[config.mk]
export PLATFORM = sky130hd
export DESIGN_NAME = rc4_feeder
export DESIGN_NICKNAME = d
export VERILOG_FILES = /design/src/rtl/rc4_pkg.sv /design/src/rtl/rc4_feeder_fifo.sv /design/src/rtl/rc4_feeder.sv
export SDC_FILE = /design/constraint.sdc
export NUM_CORES = 1
export LEC_CHECK = 0
export BUFFER_PORTS_ARGS = -buffer_cell sky130_fd_sc_hd__buf_2
export CORE_MARGIN = 3
export CORE_UTILIZATION = 45
export DETAILED_ROUTE_END_ITERATION = 10
export PLACE_DENSITY_LB_ADDON = 0.12
export SYNTH_ARGS = -nofsm -noshare
export SYNTH_HDL_FRONTEND = slang
export SYNTH_SLANG_ARGS = --single-unit
[constraint.sdc]
create_clock -name CLK_IN -period 4.3 [get_ports CLK_IN]
set_clock_uncertainty 0.1 [all_clocks]
set_input_delay 0.645 -clock CLK_IN [delete_from_list [all_inputs] [get_ports CLK_IN]]
set_output_delay 0.645 -clock CLK_IN [all_outputs]
set_load 0.02 [all_outputs]
[src/rtl/rc4_pkg.sv]
`default_nettype none
// ============================================================================
//  Module      : rc4_pkg
//  Description : Shared types and helpers for the rc4 feeder stage: byte
//                width, feeder state encoding and the key-length clamp.
//  Revision    : 1.0 - initial release
// ============================================================================
package rc4_pkg;

  localparam int BYTE_W = 8;

  typedef enum logic [1:0] {
    IDLE       = 2'd0,
    KEY_STREAM = 2'd1,
    PT_STREAM  = 2'd2
  } feeder_state_e;

  // A zero or oversized key length means "use the whole key store".
  function automatic logic [BYTE_W-1:0] clamp_key_len(
    input logic [BYTE_W-1:0] len,
    input logic [BYTE_W-1:0] max_len
  );
    if ((len == '0) || (len > max_len)) return max_len;
    return len;
  endfunction

endpackage
`default_nettype wire

[src/rtl/rc4_feeder_fifo.sv]
`default_nettype none
// ============================================================================
//  Module      : rc4_feeder_fifo
//  Description : Synchronous byte FIFO for host plaintext. Power-of-two
//                depth, registered full flag, no empty bypass.
//  Revision    : 1.0 - initial release
// ============================================================================
module rc4_feeder_fifo
  import rc4_pkg::*;
#(
  parameter int DEPTH = 64
) (
  input  logic                     clk_i,
  input  logic                     rst_i,
  input  logic                     push_i,
  input  logic [BYTE_W-1:0]        data_i,
  input  logic                     pop_i,
  output logic [BYTE_W-1:0]        head_o,
  output logic                     empty_o,
  output logic                     full_o,
  output logic [$clog2(DEPTH):0]   level_o
);

  localparam int                c_aw      = $clog2(DEPTH);
  localparam logic [c_aw:0]     c_depth   = DEPTH[c_aw:0];
  localparam logic [c_aw:0]     c_lvl_one = {{c_aw{1'b0}}, 1'b1};
  localparam logic [c_aw-1:0]   c_ptr_one = {{(c_aw-1){1'b0}}, 1'b1};

  logic [BYTE_W-1:0] mem_q [DEPTH];
  logic [c_aw-1:0]   wr_ptr_q;
  logic [c_aw-1:0]   rd_ptr_q;
  logic [c_aw:0]     level_q;
  logic [c_aw:0]     level_d;
  logic              full_q;
  logic              do_push;
  logic              do_pop;

  // Level only reflects registered occupancy, so a byte written this cycle
  // cannot be popped until the next one.
  assign do_push = push_i && !full_q;
  assign do_pop  = pop_i && (level_q != '0);

  // Next occupancy; simultaneous push and pop leaves it unchanged.
  always_comb begin
    level_d = level_q;
    case ({do_push, do_pop})
      2'b10:   level_d = level_q + c_lvl_one;
      2'b01:   level_d = level_q - c_lvl_one;
      default: level_d = level_q;
    endcase
  end

  // Pointers, occupancy and the registered full flag.
  always_ff @(posedge clk_i) begin
    if (rst_i) begin
      wr_ptr_q <= '0;
      rd_ptr_q <= '0;
      level_q  <= '0;
      full_q   <= 1'b0;
    end else begin
      if (do_push) wr_ptr_q <= wr_ptr_q + c_ptr_one;
      if (do_pop)  rd_ptr_q <= rd_ptr_q + c_ptr_one;
      level_q <= level_d;
      full_q  <= (level_d == c_depth);
    end
  end

  // Storage is not reset; only the pointers define valid content.
  always_ff @(posedge clk_i) begin
    if (do_push) mem_q[wr_ptr_q] <= data_i;
  end

  assign head_o  = mem_q[rd_ptr_q];
  assign empty_o = (level_q == '0);
  assign full_o  = full_q;
  assign level_o = level_q;

endmodule
`default_nettype wire

[src/rtl/rc4_feeder.sv]
`default_nettype none
// ============================================================================
//  Module      : rc4_feeder
//  Description : Source stage for the rc4 core. Holds a host key, buffers
//                host plaintext and streams key then plaintext bytes to the
//                core on its request pulses, raising HOLD when starved.
//                Optional macro RC4_FEEDER_BYTE_CNT_EN adds PT_BYTE_CNT_OUT,
//                a wrapping count of plaintext bytes delivered.
//  Revision    : 1.0 - initial release
// ============================================================================
module rc4_feeder
  import rc4_pkg::*;
#(
  parameter int KEY_MAX    = 32,
  parameter int FIFO_DEPTH = 64,
  parameter int LEN_W      = 16
) (
  input  logic                          CLK_IN,
  input  logic                          RESET_IN,
  input  logic                          KEY_WR_EN_IN,
  input  logic [$clog2(KEY_MAX)-1:0]    KEY_WR_ADDR_IN,
  input  logic [BYTE_W-1:0]             KEY_WR_DATA_IN,
  input  logic [BYTE_W-1:0]             KEY_LEN_IN,
  input  logic [LEN_W-1:0]              MSG_LEN_IN,
  input  logic                          PT_VALID_IN,
  input  logic [BYTE_W-1:0]             PT_DATA_IN,
  output logic                          PT_READY_OUT,
  input  logic                          START_KEY_CPY_IN,
  input  logic                          READ_PLAINTEXT_IN,
  output logic [BYTE_W-1:0]             KEY_SIZE_OUT,
  output logic [BYTE_W-1:0]             KEY_BYTE_OUT,
  output logic [BYTE_W-1:0]             PLAIN_BYTE_OUT,
  output logic                          HOLD_OUT,
  output logic                          BUSY_OUT,
  output logic [$clog2(FIFO_DEPTH):0]   FIFO_LEVEL_OUT
`ifdef RC4_FEEDER_BYTE_CNT_EN
  ,
  output logic [31:0]                   PT_BYTE_CNT_OUT
`endif
);

  localparam int                c_key_aw   = $clog2(KEY_MAX);
  localparam logic [BYTE_W-1:0] c_key_max  = KEY_MAX[BYTE_W-1:0];
  localparam logic [BYTE_W-1:0] c_byte_one = {{(BYTE_W-1){1'b0}}, 1'b1};
  localparam logic [LEN_W-1:0]  c_len_one  = {{(LEN_W-1){1'b0}}, 1'b1};

  logic [BYTE_W-1:0] key_mem [KEY_MAX];

  feeder_state_e     state_q, state_d;
  logic [BYTE_W-1:0] key_byte_q, key_byte_d;
  logic [BYTE_W-1:0] plain_byte_q, plain_byte_d;
  logic              hold_q, hold_d;
  logic              busy_q;
  logic [BYTE_W-1:0] key_size_q, key_size_d;
  logic [BYTE_W-1:0] idx_q, idx_d;
  logic [LEN_W-1:0]  cnt_q, cnt_d;
  logic [LEN_W-1:0]  msg_len_q, msg_len_d;
  logic              pending_q, pending_d;

  logic              pt_run;
  logic [LEN_W-1:0]  pt_cnt;
  logic [LEN_W-1:0]  pt_len;
  logic              fifo_pop;
  logic              fifo_push;
  logic              fifo_empty;
  logic              fifo_full;
  logic [BYTE_W-1:0] fifo_head;

  assign PT_READY_OUT = !fifo_full;
  assign fifo_push    = PT_VALID_IN && PT_READY_OUT;

  rc4_feeder_fifo #(
    .DEPTH (FIFO_DEPTH)
  ) u_fifo (
    .clk_i   (CLK_IN),
    .rst_i   (RESET_IN),
    .push_i  (fifo_push),
    .data_i  (PT_DATA_IN),
    .pop_i   (fifo_pop),
    .head_o  (fifo_head),
    .empty_o (fifo_empty),
    .full_o  (fifo_full),
    .level_o (FIFO_LEVEL_OUT)
  );

  // Key store accepts host writes except while a key stream is reading it.
  always_ff @(posedge CLK_IN) begin
    if (KEY_WR_EN_IN && (state_q != KEY_STREAM)) key_mem[KEY_WR_ADDR_IN] <= KEY_WR_DATA_IN;
  end

  // Stream FSM: next state, output bytes and the plaintext step. A plaintext
  // stream that starts this edge (from IDLE or on key-stream exit) runs its
  // first step immediately with cnt=0 and the freshly sampled length.
  always_comb begin
    state_d      = state_q;
    key_byte_d   = key_byte_q;
    plain_byte_d = plain_byte_q;
    hold_d       = hold_q;
    key_size_d   = key_size_q;
    idx_d        = idx_q;
    cnt_d        = cnt_q;
    msg_len_d    = msg_len_q;
    pending_d    = pending_q;
    pt_run       = 1'b0;
    pt_cnt       = cnt_q;
    pt_len       = msg_len_q;
    fifo_pop     = 1'b0;

    case (state_q)
      IDLE: begin
        if (START_KEY_CPY_IN) begin
          key_byte_d = key_mem[0];
          idx_d      = c_byte_one;
          key_size_d = clamp_key_len(KEY_LEN_IN, c_key_max);
          pending_d  = READ_PLAINTEXT_IN;
          state_d    = KEY_STREAM;
        end else if (READ_PLAINTEXT_IN) begin
          pt_run    = 1'b1;
          pt_cnt    = '0;
          pt_len    = MSG_LEN_IN;
          msg_len_d = MSG_LEN_IN;
        end
      end
      KEY_STREAM: begin
        if (READ_PLAINTEXT_IN) pending_d = 1'b1;
        if (idx_q == key_size_q) begin
          key_byte_d = '0;
          state_d    = IDLE;
          pending_d  = 1'b0;
          if (pending_q || READ_PLAINTEXT_IN) begin
            pt_run    = 1'b1;
            pt_cnt    = '0;
            pt_len    = MSG_LEN_IN;
            msg_len_d = MSG_LEN_IN;
          end
        end else begin
          key_byte_d = key_mem[idx_q[c_key_aw-1:0]];
          idx_d      = idx_q + c_byte_one;
        end
      end
      PT_STREAM: begin
        pt_run = 1'b1;
      end
      default: begin
        state_d = IDLE;
      end
    endcase

    if (pt_run) begin
      if (pt_cnt == pt_len) begin
        plain_byte_d = '0;
        hold_d       = 1'b0;
        state_d      = IDLE;
      end else begin
        state_d = PT_STREAM;
        if (!fifo_empty) begin
          fifo_pop     = 1'b1;
          plain_byte_d = fifo_head;
          hold_d       = 1'b0;
          cnt_d        = pt_cnt + c_len_one;
        end else begin
          hold_d = 1'b1;
          cnt_d  = pt_cnt;
        end
      end
    end
  end

  // Stream state and output registers.
  always_ff @(posedge CLK_IN) begin
    if (RESET_IN) begin
      state_q      <= IDLE;
      key_byte_q   <= '0;
      plain_byte_q <= '0;
      hold_q       <= 1'b0;
      busy_q       <= 1'b0;
      key_size_q   <= c_key_max;
      idx_q        <= '0;
      cnt_q        <= '0;
      msg_len_q    <= '0;
      pending_q    <= 1'b0;
    end else begin
      state_q      <= state_d;
      key_byte_q   <= key_byte_d;
      plain_byte_q <= plain_byte_d;
      hold_q       <= hold_d;
      busy_q       <= (state_d != IDLE);
      key_size_q   <= key_size_d;
      idx_q        <= idx_d;
      cnt_q        <= cnt_d;
      msg_len_q    <= msg_len_d;
      pending_q    <= pending_d;
    end
  end

  assign KEY_SIZE_OUT   = key_size_q;
  assign KEY_BYTE_OUT   = key_byte_q;
  assign PLAIN_BYTE_OUT = plain_byte_q;
  assign HOLD_OUT       = hold_q;
  assign BUSY_OUT       = busy_q;

`ifdef RC4_FEEDER_BYTE_CNT_EN
  logic [31:0] byte_cnt_q;

  // Every FIFO pop is a plaintext byte handed to the core.
  always_ff @(posedge CLK_IN) begin
    if (RESET_IN)      byte_cnt_q <= '0;
    else if (fifo_pop) byte_cnt_q <= byte_cnt_q + 32'd1;
  end

  assign PT_BYTE_CNT_OUT = byte_cnt_q;
`endif

endmodule
`default_nettype wire
==> results.sh, run 1 <==
export IMPL_fin_nets=2040
export IMPL_tightest_slew_ns=1.28
export IMPL_grt_pass1_wl_um=118000
export IMPL_synth_cells=1872
export IMPL_wl_per_cell_um=25.9
export IMPL_netlist_area_leader_share_pct=67.1
export IMPL_hp_class="in -> reg"
export IMPL_drt_iter0_markers=1558
export IMPL_io_buffer_count=84
export IMPL_cts_clk_slew_worst_paths_ns=0.06
export IMPL_ys_seq_area_share_pct=72.9
export IMPL_yosysTopAreaCell="edfxtp_1"
export IMPL_syn_cell_area_um2=34400
export IMPL_htree_num_levels=3
export IMPL_slew_violations=0
export IMPL_relSlewSlack_pct=14.8
export IMPL_post_route_cells_drive_above_1_share_pct=24.0
export IMPL_syn_nets=1930
export IMPL_initial_core_util_pct=45.8
export IMPL_io_pins=85
export IMPL_crit_required_ns=4.70
export IMPL_grt_setup_unrepaired="no"
export IMPL_first_pass_iters=7
export IMPL_core_area_um2=75100
export IMPL_setup_tns_ns=0
export IMPL_cellPowerDensity_nw_per_um2=486
export IMPL_antennaDiodeCount=0
export IMPL_cap_violations=0
export IMPL_dp_hpwl_um=48700
export IMPL_syn_area_per_cell_um2=18.4
export IMPL_ys_top_cells_by_area="edfxtp_1 67%, mux4_2 13%, dfxtp_1 5.8%"
export IMPL_cts_buffers_inserted=92
export IMPL_grt_max_degree=65
export IMPL_grt_overflow=0
export IMPL_fmax_mhz=257
export IMPL_cp_start_kind="register"
export IMPL_setup_viol=0
export IMPL_nFillCells=6041
export IMPL_async_flop_share_pct=0
export IMPL_die_h_um=282
export IMPL_final_util_pct=51.7
export IMPL_critPathKind="reg -> reg"
export IMPL_grt_antenna_before_repair=1
export IMPL_critical_path_arrival_ns=4.29
export IMPL_postRouteAntennaNets=0
export IMPL_clkSinkCount=868
export IMPL_chipWidth_um=282
export IMPL_outcome="finished, final reports clean"
export IMPL_first_global_vias=18100
export IMPL_cp_end_kind="register"
export IMPL_p_leak_nw=12.2
export IMPL_wirelength_um=78100
export IMPL_path_max_fanout=10
export IMPL_hold_viol=0
export IMPL_die_area_um2=79700
export IMPL_synth_seq_cells=868
export IMPL_final_cell_mix="768 x edfxtp_1, 200 x mux4_2, 155 x nor2_1, 96 x dfxtp_1, 94 x clkbuf_16"
export IMPL_vdd_drop_max_uv=338
export IMPL_synth_ff_type="edfxtp_1"
export IMPL_remaining_drc_errors=0
export IMPL_layout_commonest_cell="edfxtp_1"
export IMPL_ctsHoldBuffers=0
export IMPL_yosysUniqueCellTypes=70
export IMPL_place_congestion=0.821
export IMPL_area_delta_synth_final_pct=12.9
export IMPL_yosys_warnings=0
export IMPL_clk_latency_ns=0.63
export IMPL_cts_tree="done"
export IMPL_grt_use_total_pct=19.9
export IMPL_drt_vias_per_instance=5.92
export IMPL_cts_root_buf="clkbuf_16"
export IMPL_period_share_pct=90.4
export IMPL_dr_total_vias=17900
export IMPL_std_cell_rows=100
export IMPL_ctsLongestPathBuffers=3
export IMPL_finalCriticalPeriod_ns=3.89
export IMPL_holdWs_ns=0.159
export IMPL_synth_edff_count=768
[worst max-delay path, stage by stage (launching register included)]
cell and delay, ns:
dfxtp_1 0.48, nand2b_1 0.35, nor2_1 0.17, a31o_4 0.27, nor3_2 0.29, o21ai_4 0.09, inv_2 0.12, ha_1 0.18
xor2_1 0.15, ha_1 0.25, a21boi_0 0.20, o22a_1 0.21, nand4_1 0.10, a211oi_1 0.27, mux2_2 0.37, nor4bb_1 0.15
[synth_stat cells (3+ instances only)]
cell type	count
mux2i_1	24
nor3b_1	3
xnor2_1	19
o2111ai_1	14
ha_1	7
o31ai_1	3
a31o_2	4
a21o_1	3
nand3b_1	13
a311oi_1	4
or2_2	7
buf_1	7
or3_1	5
or4_1	7
edfxtp_1	768
mux2_2	6
clkbuf_1	74
nor4_1	6
or3b_2	5
nand3_1	23
a22o_1	14
mux4_2	200
nor2b_1	22
buf_4	5
a31oi_1	6
o22ai_1	4
o21ai_0	10
nand2_1	65
o32ai_1	10
xor2_1	23
a21oi_1	37
nor3_1	12
nand4_1	15
a211oi_1	12
and3_1	10
nor2_1	156
a22oi_1	76
and2_1	9
dfxtp_1	100
inv_1	9
a211o_1	8
buf_2	29
nand2b_1	4
[path summary, 6_finish.rpt]
path                                   from  slack [ns]  depth (start not counted)                        endpoint
max                   state_q[1]$_SDFF_PP0_        0.41                         15        u_fifo.full_o$_SDFF_PP0_
min                           KEY_LEN_IN[4]        0.16                          2    KEY_SIZE_OUT[4]$_SDFFE_PP0P_
max reg2reg           state_q[1]$_SDFF_PP0_        0.41                         15        u_fifo.full_o$_SDFF_PP0_
min reg2reg  PLAIN_BYTE_OUT[5]$_SDFFE_PP0P_        0.39                          2  PLAIN_BYTE_OUT[5]$_SDFFE_PP0P_
[what timing repair did]
item	in CTS	in global routing
buffers inserted	0	0
setup endpoints to repair	0	1
resized for setup	0	1
[final cells by class]
class / count / area (um2) / share of cell area [%]
sequential: 868 / 25100 / 64.7
multi-input combinational: 879 / 8800 / 22.7
clock buffer: 116 / 2430 / 6.28
tap: 969 / 1210 / 3.13
timing repair buffer: 131 / 848 / 2.19
clock inverter: 49 / 373 / 0.961
inverter: 10 / 37.5 / 0.0968
[flip-flops by register name, summed over array words and instances (netlist names), 2 cells and up, named ones only]
name             cells
KEY_SIZE_OUT         8
PLAIN_BYTE_OUT       8
u_fifo.mem_q       512
KEY_BYTE_OUT         8
u_fifo.rd_ptr_q      6
u_fifo.level_o       7
key_mem            256
cnt_q               16
msg_len_q           16
state_q              2
u_fifo.wr_ptr_q      6
idx_q                8
[kinds of logic (layout without fill, tap and decap cells)]
family / count (synthesis) / after routing / synth area share (%)
buffers and inverters: 125 / 306 / 1.53
AOI/OAI and AO/OA: 225 / 225 / 4.85
xor gates and xnor gates: 42 / 42 / 1.07
muxes: 232 / 232 / 14.1
DFF: 868 / 868 / 72.9
and+or+nand+nor: 373 / 373 / 5.28
adders and majority gates: 7 / 7 / 0.255
[power by group]
part | switching (mW) | total (mW) | internal (mW) | leakage (nW)
registers | 0.147 | 9.42 | 9.28 | 7.73
clock network | 3.16 | 7.40 | 4.24 | 1.37
logic | 1.12 | 2.04 | 0.917 | 3.06
total | 4.42 | 18.9 | 14.4 | 12.2
[routing by layer]
metal  vias to the layer above  GRT usage [%]  wire [um]
met5                         -              0          0
met4                         0           5.08       1660
met3                       122           3.19       4400
met2                       527           31.4      37300
met1                      9402           29.1      34800
li1                       7825              -          -
[metrics by stage]
step | total power [mW] | area (um2) | cells | worst slack [ns]
floorplan | 10.9 | 34400 | 1872 | 0.0977
global placement | 11.6 | 36000 | 2857 | 0.0896
detailed placement | 11.7 | 36000 | 2857 | 0.0117
CTS | 19.1 | 38800 | 3022 | 0.285
finish | 18.9 | 38800 | 3022 | 0.412
global route | 19.6 | 38800 | 3022 | 0.164
(Power assumes the default switching activity.)
==> run 2: changes to the inputs <==
--- a/config.mk
+++ b/config.mk
@@ -6,10 +6,10 @@
 export NUM_CORES = 1
 export LEC_CHECK = 0
 export BUFFER_PORTS_ARGS = -buffer_cell sky130_fd_sc_hd__buf_2
+export CORE_ASPECT_RATIO = 0.7
 export CORE_MARGIN = 3
 export CORE_UTILIZATION = 45
 export DETAILED_ROUTE_END_ITERATION = 10
-export PLACE_DENSITY_LB_ADDON = 0.12
 export SYNTH_ARGS = -nofsm -noshare
 export SYNTH_HDL_FRONTEND = slang
 export SYNTH_SLANG_ARGS = --single-unit
==> results.sh, run 2 (same netlist as run 1, synthesis figures left out) <==
export IMPL_hp_class="in -> reg"
export IMPL_crit_required_ns=4.71
export IMPL_ctsHoldBuffers=0
export IMPL_tightest_slew_ns=1.08
export IMPL_p_leak_nw=12.2
export IMPL_chipWidth_um=336
export IMPL_io_buffer_count=84
export IMPL_htree_num_levels=3
export IMPL_total_power_mw=18.6
export IMPL_reg_top3="u_fifo.mem_q (512), key_mem (256)"
export IMPL_dp_hpwl_um=52100
export IMPL_cp_start_kind="register"
export IMPL_cellPowerDensity_nw_per_um2=480
export IMPL_final_cell_mix="768 x edfxtp_1, 200 x mux4_2, 155 x nor2_1, 96 x dfxtp_1, 87 x clkbuf_16"
export IMPL_slew_violations=0
export IMPL_cts_clk_slew_worst_paths_ns=0.07
export IMPL_path_max_fanout=7
export IMPL_critical_path_arrival_ns=4.38
export IMPL_finalCriticalPeriod_ns=3.97
export IMPL_die_h_um=237
export IMPL_cp_end_kind="register"
export IMPL_final_util_pct=51.4
export IMPL_hold_depth=2
export IMPL_cts_root_buf="clkbuf_16"
export IMPL_wirelength_um=82000
export IMPL_dr_total_vias=18300
export IMPL_grt_pass1_wl_um=122000
export IMPL_reg2reg_depth=16
export IMPL_ctsLongestPathBuffers=3
export IMPL_cts_setup_buffers=0
export IMPL_critPathLaunch="cnt_q[10]$_SDFFE_PP0P_"
export IMPL_placed_cells=2894
export IMPL_hp_start="KEY_LEN_IN[4]"
export IMPL_max_stage_delay_ns=0.49
export IMPL_fmax_mhz=252
export IMPL_layout_commonest_cell="edfxtp_1"
export IMPL_grt_overflow=0
export IMPL_outcome="finished, final reports clean"
export IMPL_regMostFlops="u_fifo.mem_q"
export IMPL_std_cell_rows=84
export IMPL_pre_cts_ws_ns=-0.0835
export IMPL_cap_violations=0
export IMPL_drt_vias_per_instance=5.99
export IMPL_io_pins=85
export IMPL_area_delta_synth_final_pct=12.8
export IMPL_grt_use_total_pct=20.7
export IMPL_cts_tree="done"
export IMPL_period_share_pct=92.2
export IMPL_critPathSlowestCell="dfxtp_1"
export IMPL_wl_per_cell_um=26.9
export IMPL_grt_max_degree=65
export IMPL_die_area_um2=79800
export IMPL_fin_ws_ns=0.334
export IMPL_postRouteAntennaNets=0
export IMPL_post_route_cells_drive_above_1_share_pct=24.2
export IMPL_cts_buffers_inserted=84
export IMPL_setup_viol=0
export IMPL_grt_setup_unrepaired="no"
export IMPL_critical_path_cell_chain="xnor2_1 > nand4_1 > nor4_1 > buf_4 > nor3_2 > o21ai_4 > inv_2 > ha_1 > xor2_1 > ha_1 > a21boi_0 > o22a_1 > nand4_1 > a211oi_1 > mux2_2 > nor4bb_1"
export IMPL_reg2reg_to="u_fifo.full_o$_SDFF_PP0_"
export IMPL_layout_cells_non_filler=3051
export IMPL_relSlewSlack_pct=28.1
export IMPL_place_congestion=0.866
export IMPL_largest_reg_flops=512
export IMPL_r2r_slack_ns=0.33
export IMPL_hold_path_endpoint="KEY_SIZE_OUT[4]$_SDFFE_PP0P_"
export IMPL_initial_core_util_pct=45.6
export IMPL_grt_antenna_before_repair=0
export IMPL_core_area_um2=75400
export IMPL_critPathKind="reg -> reg"
export IMPL_first_pass_iters=5
export IMPL_drt_iter0_markers=2070
export IMPL_remaining_drc_errors=0
export IMPL_vdd_drop_max_uv=349
export IMPL_clk_latency_ns=0.63
export IMPL_clkSinkCount=868
export IMPL_first_global_vias=18300
export IMPL_fin_nets=2049
export IMPL_r2r_start="cnt_q[10]$_SDFFE_PP0P_"
export IMPL_cts_resized=0
export IMPL_hold_viol=0
[run 2: through the flow]
stage               cell area [um2]  setup TNS [ns]  hold slack, ns
CTS                           38700               0           0.111
detailed placement            36100         -0.0835           0.372
global placement              36100               0           0.365
finish                        38800               0           0.153
global route                  38700               0           0.134
floorplan                     34400               0           0.363
[run 2: how the worst max path moves through the flow]
stage / endpoint / cells past startpoint / slack, ns
5_1_grt: u_fifo.full_o$_SDFF_PP0_ / 16 / 0.09
4_1_cts: u_fifo.full_o$_SDFF_PP0_ / 16 / 0.34
3_5_place_dp: u_fifo.full_o$_SDFF_PP0_ / 17 / -0.08
2_1_floorplan: u_fifo.full_o$_SDFF_PP0_ / 16 / 0.1
6_report: u_fifo.full_o$_SDFF_PP0_ / 16 / 0.33
3_3_place_gp: u_fifo.full_o$_SDFF_PP0_ / 17 / 0.02
[run 2: area by class of cell]
class / count / area (um2)
clock inverters: 39 / 322
well taps: 989 / 1240
multi-input cells: 879 / 8780
fillers: 5931 / 36600
diodes: 1 / 2.50
repair buffers: 148 / 963
flip-flops and latches: 868 / 25100
clock buffers: 117 / 2330
inverters: 10 / 37.5
[run 2: per-layer routing]
layer  up-vias  global-route usage, %  part of all wire [%]  wire [um]
met4         0                   4.69                   1.8       1490
met2       687                   28.7                    43      35000
met5         -                      0                     0          0
met1      9633                   33.5                    47      38700
met3       102                   4.60                   8.2       6770
li1       7855                      -                     -          -
[run 2: report_power, final]
group / internal (mW) / leakage, nW / switching [mW]
Sequential: 9.27 / 7.73 / 0.173
Clock: 4.04 / 1.28 / 3.10
Combinational: 0.903 / 3.14 / 1.12
[run 2: critical path: cells and delay by family, from the launching register on]
family | cells | cell delay, ns
DFF | 1 | 0.49
and+or+nand+nor | 5 | 0.86
buffers and inverters | 2 | 0.27
xor gates and xnor gates | 2 | 0.30
adders and majority gates | 2 | 0.47
AOI/OAI and AO/OA | 4 | 0.96
muxes | 1 | 0.38
